**src/rtl/wrr_arb_tree.sv**
```systemverilog
// Weighted round-robin arbiter. Each input may take up to max(weight,1)
// consecutive grants before priority rotates to the next requester.
module wrr_arb_tree #(
  parameter int unsigned NumIn       = 4,
  parameter int unsigned DataWidth   = 32,
  parameter type         DataType    = logic [DataWidth-1:0],
  parameter int unsigned WeightWidth = 4,
  parameter bit          AxiVldRdy   = 1'b0,
  parameter bit          LockIn      = 1'b1,
  localparam int unsigned IdxWidth   = (NumIn > 1) ? $clog2(NumIn) : 1
) (
  input  logic                         clk_i,
  input  logic                         rst_ni,
  input  logic                         flush_i,
  input  logic [NumIn*WeightWidth-1:0] weight_i,
  input  logic [NumIn-1:0]             req_i,
  output logic [NumIn-1:0]             gnt_o,
  input  DataType [NumIn-1:0]          data_i,
  output logic                         req_o,
  input  logic                         gnt_i,
  output DataType                      data_o,
  output logic [IdxWidth-1:0]          idx_o,
  output logic [WeightWidth-1:0]       credit_o
);

  localparam logic [IdxWidth-1:0] OwnerRst = IdxWidth'(NumIn - 1);

  logic [IdxWidth-1:0]    owner_q, sel_q;
  logic [WeightWidth-1:0] credit_q;
  logic                   lock_q;

  logic [NumIn-1:0]       req_eff;
  logic [IdxWidth-1:0]    search_idx, cand, win;
  logic [WeightWidth-1:0] weight_arr [NumIn];
  logic [WeightWidth-1:0] win_weight, burst_credit;
  logic                   xfer;

  always_comb begin
    for (int i = 0; i < int'(NumIn); i++) begin
      weight_arr[i] = weight_i[i*WeightWidth +: WeightWidth];
    end
  end

  // NOTE: every always_comb output gets a default first so no path leaves it
  // unassigned; that is what keeps these blocks from inferring latches.
  always_comb begin
    req_eff = req_i;
    if (LockIn && lock_q) begin
      req_eff        = '0;
      req_eff[sel_q] = req_i[sel_q];
    end
  end

  // Walk the ring backwards so the last hit kept is the first requester after owner_q.
  always_comb begin
    search_idx = '0;
    cand       = '0;
    for (int i = int'(NumIn); i >= 1; i--) begin
      cand = IdxWidth'((int'(owner_q) + i) % int'(NumIn));
      if (req_eff[cand]) search_idx = cand;
    end
  end

  always_comb begin
    if (LockIn && lock_q)                          win = sel_q;
    else if (credit_q != '0 && req_eff[owner_q])   win = owner_q;
    else                                           win = search_idx;
  end

  always_comb begin
    gnt_o      = '0;
    gnt_o[win] = gnt_i & (AxiVldRdy | req_eff[win]);
  end

  assign req_o    = |req_eff;
  assign idx_o    = req_o ? win : '0;
  assign data_o   = req_o ? data_i[win] : '0;
  assign credit_o = credit_q;
  assign xfer     = req_o & gnt_i;

  // A weight of zero still earns one grant, leaving no credit afterwards.
  assign win_weight   = weight_arr[win];
  assign burst_credit = (win_weight == '0) ? '0 : win_weight - WeightWidth'(1);

  // NOTE: state registers use non-blocking assignments so every register
  // samples the pre-edge values of the others, regardless of statement order.
  always_ff @(posedge clk_i) begin
    if (!rst_ni || flush_i) begin
      owner_q  <= OwnerRst;
      credit_q <= '0;
      lock_q   <= 1'b0;
      sel_q    <= '0;
    end else begin
      if (xfer) begin
        if (win == owner_q && credit_q != '0) begin
          credit_q <= credit_q - WeightWidth'(1);
        end else begin
          owner_q  <= win;
          credit_q <= burst_credit;
        end
      end
      lock_q <= LockIn && req_o && !gnt_i;
      sel_q  <= win;
    end
  end

endmodule

```
**config.mk**
```make
export PLATFORM = sky130hd
export DESIGN_NAME = wrr_arb_tree
export DESIGN_NICKNAME = d
export VERILOG_FILES = /design/src/rtl/wrr_arb_tree.sv
export SDC_FILE = /design/constraint.sdc
export NUM_CORES = 1
export LEC_CHECK = 0
export CAP_MARGIN = 20
export CORE_UTILIZATION = 37
export CTS_BUF_LIST = sky130_fd_sc_hd__clkbuf_2 sky130_fd_sc_hd__clkbuf_4 sky130_fd_sc_hd__clkbuf_8
export CTS_CLUSTER_SIZE = 30
export DETAILED_ROUTE_END_ITERATION = 7
export PLACE_DENSITY = 0.95
export SYNTH_ARGS = -nofsm -noshare
export SYNTH_HDL_FRONTEND = slang
export SYNTH_SLANG_ARGS = --single-unit
```
**constraint.sdc**
```tcl
create_clock -name clk_i -period 7.3 [get_ports clk_i]
set_input_delay 1.825 -clock clk_i [delete_from_list [all_inputs] [get_ports clk_i]]
set_output_delay 1.825 -clock clk_i [all_outputs]
set_load 0.02 [all_outputs]
```
==> results.cfg <==
[sta]
clock_skew_ps = 7.46
period_needed_ps = 7160
max_freq_mhz = 140
period_share_pct = 98.0
relSlewSlack_pct = 44.5
hold_slack_ps = 629
rsz0062_at_grt = no
drv_slew = 0
setup_viol_count_final = 0
totalNegativeSetupSlack_ps = 0
hold_violations = 0
worst_slew_pin_slew_ps = 831

[drt]
final_antenna_net_count = 0
drc = 0
via_per_inst = 5.93
vias = 3173
drt-initial-drc-count = 267
firstDrtPassIters = 5
finalWirelength_microns = 11300
wire_per_inst_microns = 21.1

[synth]
yosysTopAreaCellShare_pct = 30.5
synth_edf_count = 0
synth_cell_types = 59
yosysWarningCount = 0
synthArstFlopShare_pct = 0
syn_inst = 274
yosysTopAreaCell = mux4_2
avgSynthCellArea_sq_um = 8.63
syn_area_sq_um = 2360
ys.flop_type = dfxtp_1
seq_area_frac_synth_pct = 7.62
synthTopCellsByArea = mux4_2 30%, and2_1 8.5%, dfxtp_1 7.6%
syn-num-nets = 427
ys_ff_latch = 9

[critical_path]
r2r_end = credit_o[0]
crit_arrival_ps = 5330
reg2reg_slack_ps = 3250
rr_startpoint = sel_q[1]
cp_max_fo = 32
worstSetupPathType = input port to output pin
reg2reg_depth = 10
endpoint_kind = output pin
setup.worst_path.start = req_i[3]
worstPathRequired_ps = 5480
start_kind = input port
crit_end = data_o[2]

[finish]
area_delta_synth_final_pct = 87.0
fin_nets = 614
regArea_sq_um = 180
multi_input_area_sq_um = 2060
n_antenna_cell = 0
nFillCells = 446
final_area_sq_um = 4420
drive_gt1_share_pct = 12.8

[global_route]
grt_pass1_vias = 3053
grt_pass1_wl_microns = 16100
track_usage_pct = 32.1
grt_overflow = 0
grt_max_degree = 36
antenna_found_initial = 0

[power_and_ir_drop]
total_power_mw = 0.755
powerDensity_nw_per_um2 = 171
cellLeakagePower_nw = 1.64
vdd_ir_drop_max_v = 0.000178

[clock_network]
clk_path_buf_depth = 2
cts_root_buffer = clkbuf_8
clkLatencyLatePin_ps = 240
cts_tree = yes
numCtsBuffers = 3
post_cts_buffers = 0
ctsHoldBuffers = 0
cts_resized = 0
clk_pin_slew_ps = 50
htreeDepth = 1
cts.sinks = 9

[floorplanning]
initial_core_util_pct = 39.2
fp.dieH_microns = 81.9
fp.coreArea_sq_um = 6030
die_area_sq_um = 6710
rows = 28
die_w_microns = 81.9
ios = 195

[placement]
io_buffers = 194
dpl_cell_area_sq_um = 4370
dp_hpwl_microns = 8970
routabilityCongestion = 1.05

[job]
drv_cap = 0

[min_path]
min_path_type = flop to flop
worstHoldStart = credit_o[1]
min_path_cells = 2

[run_status]
status = finished, final reports clean
[how the worst min path moves through the flow]
stage / endpoint / slack, ps
2_1_floorplan: credit_o[1] / 610
3_3_place_gp: credit_o[1] / 560
3_5_place_dp: credit_o[1] / 570
4_1_cts: credit_o[1] / 600
5_1_grt: credit_o[1] / 690
6_report: credit_o[1] / 630
[cell usage in the layout (no fill, tap or decap), drive strengths merged, types with 4 or more instances in the layout]
master / count
and2: 32
a31oi: 6
o2111ai: 4
nand2: 15
mux4: 32
and3: 10
nand3: 9
buf: 9
inv: 9
nor2b: 8
nor3: 7
o211ai: 6
clkbuf: 4
mux2i: 6
o211a: 4
clkdlybuf4s50: 194
o21ai: 14
nor2: 18
a21oi: 12
dfxtp: 9
a22oi: 4
[cells in the mapped netlist (all sizes together), types with 3 or more instances]
cell type / count
o211a: 4
a22oi: 4
and3: 10
mux2i: 6
nor3: 7
nand2: 15
o21a: 3
nor2: 18
a31oi: 6
clkbuf: 10
o211ai: 6
buf: 11
a21boi: 3
nand3: 9
o2111ai: 4
nor2b: 8
a21oi: 12
a311oi: 3
mux4: 32
dfxtp: 9
a211oi: 3
and2: 32
o21ai: 14
inv: 9
[flip-flops by register name, indices dropped and copies added, names as in the netlist]
register  cells
owner_q       2
credit_o      4
lock_q        1
sel_q         2
[metal layers]
layer  vias to the layer above  global-route usage (%)  wire (microns)  share of wire, %
li1                       1458                       -               -                 -
met1                      1489                    38.6            4080                36
met2                       196                    53.1            5430                48
met3                        30                    13.7            1540                14
met4                         0                    6.49             245               2.2
met5                         -                       0               0                 0
[stage by stage]
step	worst slack [ps]	cells	utilization [%]
floorplan	1230	274	-
CTS	182	535	73.4
finish	143	535	73.4
global placement	298	531	72.6
detailed placement	193	531	72.6
global route	26.2	535	73.4
[cells by family after synthesis]
| group | share of synthesized area (%) |
|---|---|
| compound gates | 24.3 |
| xor+xnor | 0.741 |
| flops | 7.62 |
| fa+ha+maj | 0.529 |
| mux | 34.0 |
| buf+inv | 5.50 |
| simple gates | 27.3 |
[critical path: stages]
cell and delay [ps]:
clkdlybuf4s50_1 580, inv_1 120, o2111ai_1 240, o31ai_1 130
or4_1 490, a221o_2 380, buf_4 280, mux4_2 530
and2_1 190, clkdlybuf4s50_1 550
[power by group]
group	switching, mW	total (mW)	leakage (nW)	internal [mW]
registers	0.0110	0.0645	0.0736	0.0536
clock network	0.0216	0.0636	0.0262	0.0419
logic	0.285	0.627	1.54	0.342
total	0.318	0.755	1.64	0.438
[layout make-up]
cell class,count,area share [%]
multi-input combinational,235,46.5
timing repair buffer,203,45.4
sequential,9,4.07
tap,75,2.12
clock buffer,4,1.10
inverter,9,0.764
Power figures use the tool's default switching activity.
